File: src/rtl/hub75_pkg.sv
// hub75_pkg: shared types and helpers for the HUB75 BCM scheduler.
//   state_e    - scheduler FSM states
//   R/G/B_LSB  - position of each colour field in a pixel word, counted in
//                units of the per-channel width (BITS)
//   plane_bit  - pulls one bit-plane bit of one colour field out of a word
package hub75_pkg;

    typedef enum logic [2:0] {
        ST_IDLE,
        ST_SHIFT,
        ST_BLANK,
        ST_LATCH,
        ST_UNLATCH,
        ST_DISPLAY
    } state_e;

    // Pixel word is {r, g, b}, each field BITS wide, b in the low bits.
    localparam int R_LSB = 2;
    localparam int G_LSB = 1;
    localparam int B_LSB = 0;

    // Widest pixel word the helper accepts (16-bit colour depth).
    localparam int PIX_MAX_W = 48;

    // Returns bit 'plane' of colour field 'field' in a word whose fields
    // are 'bits' wide.
    function automatic logic plane_bit(input logic [PIX_MAX_W-1:0] word,
                                       input int bits,
                                       input int field,
                                       input int plane);
        logic [PIX_MAX_W-1:0] shifted;
        shifted = word >> (field * bits + plane);
        return shifted[0];
    endfunction

endpackage

File: src/rtl/bcm_timer.sv
// bcm_timer: loadable down-counter that times one BCM display period.
//   i_clk, i_rst_n : clock and synchronous active-low reset
//   i_load         : load i_load_val on this edge
//   i_load_val     : period length in cycles (>= 1)
//   o_done         : high during the final cycle of the period
// After a load of N, o_done is high in the N-th cycle following the load
// edge, so a consumer that stays busy until o_done is busy exactly N cycles.
module bcm_timer #(
    parameter int CW = 8
) (
    input  logic          i_clk,
    input  logic          i_rst_n,
    input  logic          i_load,
    input  logic [CW-1:0] i_load_val,
    output logic          o_done
);

    logic [CW-1:0] r_count;

    always_ff @(posedge i_clk) begin
        if (!i_rst_n) begin
            r_count <= '0;
        end else if (i_load) begin
            r_count <= i_load_val;
        end else if (r_count != '0) begin
            r_count <= r_count - 1'b1;
        end
    end

    assign o_done = (r_count == CW'(1));

endmodule

File: src/rtl/hub75_bcm_scheduler.sv
// hub75_bcm_scheduler: frame sequencer for a 2-lane HUB75 panel using
// binary-code modulation.
//   i_clk, i_rst_n, i_enable      : clock, sync active-low reset, run request
//   o_rd_row/o_rd_col/o_rd_en     : framebuffer read; data returns 1 cycle later
//   i_pix_top/i_pix_bot           : {r,g,b} pixel words for top/bottom half
//   o_data_r/g/b                  : {bottom bit, top bit} per colour
//   o_clk_enable                  : panel shift clock gate
//   o_latch/o_blank/o_row_addr    : panel latch, blank (1 = off), row address
//   o_busy/o_frame_done           : not idle / one-cycle end-of-frame pulse
// Per (row, plane): SHIFT (COLS+1) -> BLANK -> LATCH -> UNLATCH ->
// DISPLAY (BASE_TICKS<<plane). Planes advance fastest, then rows.
module hub75_bcm_scheduler
    import hub75_pkg::*;
#(
    parameter int COLS       = 64,
    parameter int ROWS       = 16,
    parameter int BITS       = 4,
    parameter int BASE_TICKS = 32
) (
    input  logic                    i_clk,
    input  logic                    i_rst_n,
    input  logic                    i_enable,
    output logic [$clog2(ROWS)-1:0] o_rd_row,
    output logic [$clog2(COLS)-1:0] o_rd_col,
    output logic                    o_rd_en,
    input  logic [3*BITS-1:0]       i_pix_top,
    input  logic [3*BITS-1:0]       i_pix_bot,
    output logic [1:0]              o_data_r,
    output logic [1:0]              o_data_g,
    output logic [1:0]              o_data_b,
    output logic                    o_clk_enable,
    output logic                    o_latch,
    output logic                    o_blank,
    output logic [$clog2(ROWS)-1:0] o_row_addr,
    output logic                    o_busy,
    output logic                    o_frame_done
);

    localparam int RW  = $clog2(ROWS);
    localparam int CLW = $clog2(COLS);
    localparam int CCW = $clog2(COLS + 1);
    localparam int PW  = (BITS > 1) ? $clog2(BITS) : 1;
    localparam int CW  = $clog2(BASE_TICKS) + BITS;

    localparam logic [RW-1:0]  LAST_ROW    = RW'(ROWS - 1);
    localparam logic [PW-1:0]  LAST_PLANE  = PW'(BITS - 1);
    localparam logic [CCW-1:0] COL_END     = CCW'(COLS);
    localparam logic [CCW-1:0] COL_LAST_RD = CCW'(COLS - 1);

    state_e          r_state;
    logic [RW-1:0]   r_row;
    logic [PW-1:0]   r_plane;
    logic [CCW-1:0]  r_col;      // SHIFT cycle index 0..COLS
    logic [CLW-1:0]  r_rd_col;
    logic            r_rd_en;
    logic            r_clk_en;
    logic            r_latch;
    logic            r_blank;
    logic [RW-1:0]   r_row_addr;
    logic            r_frame_done;
    logic [1:0]      r_hold_r;
    logic [1:0]      r_hold_g;
    logic [1:0]      r_hold_b;

    logic            w_tmr_load;
    logic            w_tmr_done;
    logic [CW-1:0]   w_tmr_val;
    logic [1:0]      w_live_r;
    logic [1:0]      w_live_g;
    logic [1:0]      w_live_b;

    // Display timer is loaded on the UNLATCH->DISPLAY edge.
    assign w_tmr_load = (r_state == ST_UNLATCH);
    assign w_tmr_val  = CW'(BASE_TICKS) << r_plane;

    bcm_timer #(.CW(CW)) u_timer (
        .i_clk      (i_clk),
        .i_rst_n    (i_rst_n),
        .i_load     (w_tmr_load),
        .i_load_val (w_tmr_val),
        .o_done     (w_tmr_done)
    );

    // Selected plane bits of the word the framebuffer is returning now.
    assign w_live_r = {plane_bit(PIX_MAX_W'(i_pix_bot), BITS, R_LSB, int'(r_plane)),
                       plane_bit(PIX_MAX_W'(i_pix_top), BITS, R_LSB, int'(r_plane))};
    assign w_live_g = {plane_bit(PIX_MAX_W'(i_pix_bot), BITS, G_LSB, int'(r_plane)),
                       plane_bit(PIX_MAX_W'(i_pix_top), BITS, G_LSB, int'(r_plane))};
    assign w_live_b = {plane_bit(PIX_MAX_W'(i_pix_bot), BITS, B_LSB, int'(r_plane)),
                       plane_bit(PIX_MAX_W'(i_pix_top), BITS, B_LSB, int'(r_plane))};

    always_ff @(posedge i_clk) begin
        if (!i_rst_n) begin
            r_state      <= ST_IDLE;
            r_row        <= '0;
            r_plane      <= '0;
            r_col        <= '0;
            r_rd_col     <= '0;
            r_rd_en      <= 1'b0;
            r_clk_en     <= 1'b0;
            r_latch      <= 1'b0;
            r_blank      <= 1'b1;
            r_row_addr   <= '0;
            r_frame_done <= 1'b0;
        end else begin
            r_frame_done <= 1'b0;
            case (r_state)
                ST_IDLE: begin
                    r_blank  <= 1'b1;
                    r_latch  <= 1'b0;
                    r_clk_en <= 1'b0;
                    r_rd_en  <= 1'b0;
                    if (i_enable) begin
                        r_state  <= ST_SHIFT;
                        r_row    <= '0;
                        r_plane  <= '0;
                        r_col    <= '0;
                        r_rd_col <= '0;
                        r_rd_en  <= 1'b1;
                    end
                end
                ST_SHIFT: begin
                    // Reads run on cycles 0..COLS-1, the shift clock one
                    // cycle behind on 1..COLS.
                    if (r_col == COL_END) begin
                        r_state  <= ST_BLANK;
                        r_clk_en <= 1'b0;
                        r_rd_en  <= 1'b0;
                    end else begin
                        r_col    <= r_col + 1'b1;
                        r_clk_en <= 1'b1;
                        r_rd_en  <= (r_col != COL_LAST_RD);
                        r_rd_col <= CLW'(r_col + 1'b1);
                    end
                end
                ST_BLANK: begin
                    r_state    <= ST_LATCH;
                    r_latch    <= 1'b1;
                    r_row_addr <= r_row;
                end
                ST_LATCH: begin
                    r_state <= ST_UNLATCH;
                    r_latch <= 1'b0;
                end
                ST_UNLATCH: begin
                    r_state <= ST_DISPLAY;
                    r_blank <= 1'b0;
                end
                ST_DISPLAY: begin
                    if (w_tmr_done) begin
                        r_blank  <= 1'b1;
                        r_col    <= '0;
                        r_rd_col <= '0;
                        r_state  <= ST_SHIFT;
                        r_rd_en  <= 1'b1;
                        if (r_plane != LAST_PLANE) begin
                            r_plane <= r_plane + 1'b1;
                        end else begin
                            r_plane <= '0;
                            if (r_row != LAST_ROW) begin
                                r_row <= r_row + 1'b1;
                            end else begin
                                // Frame end: the only mid-run point where
                                // i_enable is honoured.
                                r_row        <= '0;
                                r_frame_done <= 1'b1;
                                if (!i_enable) begin
                                    r_state <= ST_IDLE;
                                    r_rd_en <= 1'b0;
                                end
                            end
                        end
                    end
                end
                default: begin
                    r_state <= ST_IDLE;
                    r_blank <= 1'b1;
                end
            endcase
        end
    end

    // The fetched word is present in the same cycle the shift clock is
    // gated on, so the bit passes straight through while shifting and a
    // copy is kept to hold the pins steady afterwards.
    always_ff @(posedge i_clk) begin
        if (!i_rst_n) begin
            r_hold_r <= '0;
            r_hold_g <= '0;
            r_hold_b <= '0;
        end else if (r_clk_en) begin
            r_hold_r <= w_live_r;
            r_hold_g <= w_live_g;
            r_hold_b <= w_live_b;
        end
    end

    assign o_data_r     = r_clk_en ? w_live_r : r_hold_r;
    assign o_data_g     = r_clk_en ? w_live_g : r_hold_g;
    assign o_data_b     = r_clk_en ? w_live_b : r_hold_b;
    assign o_rd_row     = r_row;
    assign o_rd_col     = r_rd_col;
    assign o_rd_en      = r_rd_en;
    assign o_clk_enable = r_clk_en;
    assign o_latch      = r_latch;
    assign o_blank      = r_blank;
    assign o_row_addr   = r_row_addr;
    assign o_busy       = (r_state != ST_IDLE);
    assign o_frame_done = r_frame_done;

endmodule

File: config.mk
export PLATFORM = sky130hd
export DESIGN_NAME = hub75_bcm_scheduler
export DESIGN_NICKNAME = d
export VERILOG_FILES = /design/src/rtl/hub75_pkg.sv /design/src/rtl/bcm_timer.sv /design/src/rtl/hub75_bcm_scheduler.sv
export SDC_FILE = /design/constraint.sdc
export NUM_CORES = 1
export LEC_CHECK = 0
export BUFFER_PORTS_ARGS = -buffer_cell sky130_fd_sc_hd__buf_2
export CAP_MARGIN = 30
export CORE_MARGIN = 1.5
export CORE_UTILIZATION = 48
export CTS_CLUSTER_DIAMETER = 40
export DETAILED_ROUTE_END_ITERATION = 10
export GPL_TIMING_DRIVEN = 0
export PLACE_DENSITY = 0.72
export SYNTH_ARGS = -nofsm -noshare
export SYNTH_HDL_FRONTEND = slang
export SYNTH_SLANG_ARGS = --single-unit
File: constraint.sdc
create_clock -name i_clk -period 5.5 [get_ports i_clk]
set_input_delay 0.55 -clock i_clk [delete_from_list [all_inputs] [get_ports i_clk]]
set_output_delay 0.55 -clock i_clk [all_outputs]
set_load 0.005 [all_outputs]
# Word-level counts from Yosys, hierarchy flattened
# Index checks and enable logic that the tools add are counted.
word_totals:
  regBits: 46
  out_inout_bits: 26
op_classes:
  add_sub_neg: 6
  eq_ne: 15
  n_shift: 7
  mux: 41
  n_bitwise: 4
  reduce_logical: 17
op_table:
  columns: ["operator", "count"]
  rows:
  - ["12-bit by 32-bit right shift with 1-bit output", 2]
  - ["12-bit by 2-bit right shift with 1-bit output", 2]
  - ["7-bit 2-to-1 mux", 3]
  - ["7-bit case mux with 3 select lines", 1]
  - ["6-bit 2-to-1 mux", 3]
  - ["9-bit 2-to-1 mux", 2]
  - ["3-bit case mux with 6 select lines", 1]
  - ["6-bit case mux with 3 select lines", 1]
  - ["4-bit 2-to-1 mux", 4]
  - ["2-bit 2-to-1 mux", 6]
  - ["12-bit by 4-bit right shift with 1-bit output", 1]
  - ["12-bit by 5-bit right shift with 1-bit output", 1]
  - ["1-bit 2-to-1 mux", 11]
  - ["2-bit != test, second input constant", 5]
  - ["9-bit by 1-bit equality test with 1-bit output, second input constant", 1]
  - ["3-bit 2-to-1 mux", 3]
  - ["9-bit nonzero test", 1]
  - ["6-bit by 2-bit << shifter with 9-bit output, first input constant", 1]
  - ["9-bit by 1-bit subtractor with 9-bit output, second input constant", 1]
  - ["4-bit case mux with 2 select lines", 1]
  - ["4-bit AND reduction", 2]
  - ["2-bit nonzero test", 4]
  - ["7-bit by 1-bit adder with 7-bit output, second input constant", 1]
  - ["7-bit equality test, second input constant", 1]
  - ["other kinds (21)", 31]

# Logic depth before layout (Yosys ltp)
depth:
  ltp_word: 5
  ltp_mapped: 7

# Modules after synthesis
# Synthesis repeated with hierarchy kept, for this count alone.
unflattened:
  cells_unflattened: 255
  area_unflattened_um2: 2289.7
by_module_without_submodules:
  columns: ["module", "instances", "cells_each", "area_per_inst_um2", "seq_area_each_um2"]
  rows:
  - ["hub75_bcm_scheduler", 1, 194, 1781.7, 620.6]
  - ["bcm_timer", 1, 61, 508.0, 180.2]

# Worst setup path after synthesis
# No wires, ideal clock.
synth_timing:
  kind: "reg2out"
  startpoint: "register r_plane[0]"
  endpoint: "output o_data_b[0]"
  arrival_ns: 1.350
  t_required_ns: 4.950
  setup_slack_ns: 3.600
  path_stages_with_launch: 4
  n_path_buf: 1
  path_cell_list: "dfxtp_1 buf_2 mux4_2 mux2_2"
synth_via:
  elab_chain_cells: 2
synth_lines:
  columns: ["item", "line", "source"]
  rows:
  - ["start: declaration", "hub75_bcm_scheduler.sv:52", "logic [PW-1:0] r_plane;"]
  - ["start signal: assignment", "hub75_bcm_scheduler.sv:157", "r_plane <= r_plane + 1'b1;"]
  - ["12-bit by 2-bit right shift with 1-bit output", "hub75_pkg.sv:32", "shifted = word >> (field * bits + plane);"]
  - ["2-bit 2-to-1 mux", null, null]
  - ["end: declaration", "hub75_bcm_scheduler.sv:30", "output logic [1:0] o_data_b,"]
# Every way passes these cells.

# Worst setup path in the final report
layout_timing:
  startpoint: "register r_plane[0]"
  endpoint: "output o_data_r[1]"
layout_via:
  elab_chain_cells: 3
layout_lines:
  columns: ["item", "line", "source"]
  rows:
  - ["4-bit by 2-bit adder with 5-bit output", "hub75_pkg.sv:32", null]
  - ["12-bit by 32-bit right shift with 1-bit output", "hub75_pkg.sv:32", null]
  - ["2-bit 2-to-1 mux", null, null]
  - ["end: declaration", "hub75_bcm_scheduler.sv:28", "output logic [1:0] o_data_r,"]
# Every way passes these cells.

==> run_results.csv <==
group,metric,value,unit
timing,setup_repair_after_global_routing_missed_its_margin,"no",
power_and_ir_drop,cellLeakagePower,1.242,nW
global_routing,grt_max_degree,12,
synthesis,synth_cell_type_count,59,
timing,measured_slew_at_the_worst_slew_check_pin,0.8934,ns
clock_network,cts_tree,"done",
synthesis,synth_top_area_cells,"dfxtp_1 34%, mux4_2 5.8%, ha_1 4.8%, nor2_1 3.7%, a21oi_1 3.6%",
detailed_routing,first_pass_iters,6,
floorplanning,dieHeight,72.78,um
final_layout,leading_cell_types_in_the_layout_fill_and_taps_excluded,"54 x buf_2, 40 x dfxtp_1, 23 x nor2_1, 17 x a21oi_1, 14 x nand2_1",
synthesis,syn-instance-count,259,
global_routing,antenna_found_initial,0,
timing,tns,0,ns
critical_path,timing.critical_path.mode_cell,"buf_2",
power_and_ir_drop,power.sequential.fraction,44.9,%
timing,maxClockFrequency,0.4115,GHz
placed_design,io_buffer_count,52,
placed_design,numPlacedInstances,365,
detailed_routing,wl_per_cell,14.22,um
final_layout,layout-drive-gt1-share,27.99,%
critical_path,cpMaxStageDelayCell,"mux4_2",
power_and_ir_drop,p_clk_share,23.8,%
global_routing,grt_util_all_layers,20.67,%
worst_hold_path,hold_start,"o_rd_en",
timing,finalCritPeriodShare,44.18,%
critical_path,path_class,"reg -> out",
synthesis,synth_area_per_cell,9.024,um^2
synthesis,synthesis_warning_total,0,
clock_network,clkLatencyLatePin,0.29,ns
critical_path,timing.critical_path.cells,"buf_2, mux4_2, mux2_2, buf_2",
placed_design,place_congestion,0.8528,
power_and_ir_drop,power.share.switching,33.38,%
synthesis,ys_dominant_reg_cell,"dfxtp_1",
critical_path,critical_path.reg2reg.startpoint,"u_timer.r_count[0]",
power_and_ir_drop,power_per_cell_area,285.1,nW/um^2
clock_network,numClockSinks,40,
critical_path,setup.worst_path.end_class,"output pin",
power_and_ir_drop,combinationalPowerShare,31.3,%
floorplanning,die_area,5297,um^2
synthesis,number_of_synthesized_flops_with_an_enable_pin,0,
clock_network,post_cts_hold_buffer_count,0,
final_layout,area_growth_syn_to_layout,17.34,%
timing,maxSlewViolCount,0,
final_layout,final_common_cell,"buf_2",
clock_network,cts_inserted_buffers,5,
global_routing,grt_pass1_vias,1898,
clock_network,cts_resized,0,
synthesis,netlist_area,2337,um^2
placed_design,post-dp-hpwl,3.817,mm
synthesis,syn_nets,295,
power_and_ir_drop,power.switching,0.2610,mW
power_and_ir_drop,worst_ir_drop_vdd,120.7,uV
run_status,outcome,"finished, final reports clean",
synthesis,synth_top_area_cell,"dfxtp_1",
job,max_cap_viol_count,0,
synthesis,ys_seq_area_share,34.26,%
critical_path,cp.required,4.95,ns
timing,final-setup-viol-count,0,
synthesis,synth_top_cell_area_share,34.26,%
detailed_routing,routed-via-count,2141,
floorplanning,pin_count,53,
detailed_routing,postRouteAntennaNets,0,
clock_network,ctsLongestPathBuffers,2,
clock_network,cts_root_buffer,"clkbuf_8",
synthesis,async_set_or_reset_flop_fraction_in_the_synthesized_netlist,0,%
detailed_routing,vias_per_cell,5.755,
critical_path,critical_path.startpoint,"r_plane[0]",
floorplanning,die_width,72.78,um
detailed_routing,drt_initial_violations,89,
floorplanning,core.rowCount,25,
power_and_ir_drop,internal-power,0.5210,mW
clock_network,post_cts_buffers,0,
floorplanning,starting_utilization_of_the_core_area,49.81,%
timing,final_worst_hold_slack,0.4866,ns
floorplanning,core_region_area,4692,um^2
critical_path,critPathArrivalTime,1.88,ns
clock_network,clock_h_tree_levels,2,
final_layout,post-route-util,58.45,%
global_routing,gr-total-overflow,0,
worst_hold_path,hp-class,"reg -> reg",
critical_path,startpoint_kind_of_the_worst_setup_timing_path,"flop",
critical_path,cp_max_fo,9,
global_routing,grt_pass1_wl,8.611,mm
critical_path,worst_path_largest_cell_delay,0.54,ns
timing,final_hold_fails,0,
final_layout,diodes,0,
final_layout,layout.filler_cells,431,
timing,clock-skew-final,0.004693,ns
final_layout,instances_no_fill,372,
synthesis,ys_seq_elements,40,
detailed_routing,totalWireLength,5.290,mm
detailed_routing,detail_route.drc_violations,0,
power_and_ir_drop,fin_total_pwr,0.7820,mW
clock_network,clk_transition_reported_paths,0.07,ns
timing,maxSlewHeadroom,39.63,%
timing,timing.final.crit_period,2.430,ns
final_layout,fin_nets,354,
## logic make-up after synthesis
group,synth area share (%)
AOI/OAI and AO/OA,15.20
xor gates and xnor gates,1.124
adders and majority gates,4.818
buffers and inverters,6.692
DFF,34.26
muxes,11.24
and+or+nand+nor,26.66
## routing by layer
layer	wire (um)	vias to the layer above	part of all wire (%)	track usage [%]
met2	2377	70	45	32.52
met3	376	10	7.1	4.006
met4	95	0	1.8	9.224
met5	0	-	0	0
met1	2440	1014	46	27.46
li1	-	1047	-	-
## metrics by stage
| step | cell area, um^2 | setup WS, ns |
|---|---|---|
| final | 2743 | 3.070 |
| after global routing | 2743 | 2.954 |
| after CTS | 2743 | 3.043 |
| after detailed placement | 2665 | 3.363 |
| after global placement | 2665 | 3.375 |
| after floorplan | 2337 | 3.600 |
## path summary, 6_finish.rpt
path / to / slack, ns / depth (start not counted)
min: o_rd_en / 0.49 / 2
min reg2reg: o_rd_en / 0.49 / 2
max reg2reg: r_col[6] / 3.47 / 6
max: o_data_r[1] / 3.07 / 4
## cell type report
class / instances / area, um^2 / share of cell area (%)
repair buffers: 52 / 260.3 / 9.489
clock buffers: 6 / 72.57 / 2.646
flip-flops and latches: 40 / 800.8 / 29.20
plain buffers: 21 / 122.6 / 4.471
clock inverters: 1 / 5.005 / 0.1825
well taps: 54 / 67.56 / 2.464
multi-input cells: 189 / 1380 / 50.32
inverters: 9 / 33.78 / 1.232
## power groups by stage
stage                     registers, mW  clock network (mW)  logic, mW
after floorplan                   0.349                   0      0.193
after global placement            0.357                   0      0.238
after detailed placement          0.357                   0      0.243
after CTS                         0.351               0.190      0.245
after global routing              0.356               0.204      0.278
final                             0.351               0.186      0.245
## sequential cells by signal (all words and copies together), names as in the netlist, 2 cells and up
register,flops
r_hold_g,2
u_timer.r_count,9
o_rd_row,4
o_row_addr,4
r_hold_r,2
r_state,3
r_col,7
r_plane,2
r_hold_b,2
## synthesized netlist by cell type (2+ instances only)
cell type	instances
or3_1	6
nor3_1	7
and3_1	6
nand3_1	13
mux4_2	6
dfxtp_1	40
ha_1	9
a211oi_1	3
nor4_1	2
a21o_1	5
nand2b_1	2
and2_1	8
nand4_1	3
nand3b_1	2
a41o_1	2
buf_6	2
mux2_2	6
nor2_1	23
mux2i_1	6
inv_1	8
nor3b_1	2
clkbuf_1	10
nor2b_1	4
nand2_1	14
a21oi_1	17
buf_4	7
buf_2	2
a211o_1	3
xor2_1	2
o21ai_0	10
## worst max-delay path: cells and delay by family (launching register included)
family	cells	cell delay, ns
flops	1	0.36
mux	2	0.83
buf+inv	2	0.40
No activity file was read; power rests on OpenSTA's default activity.
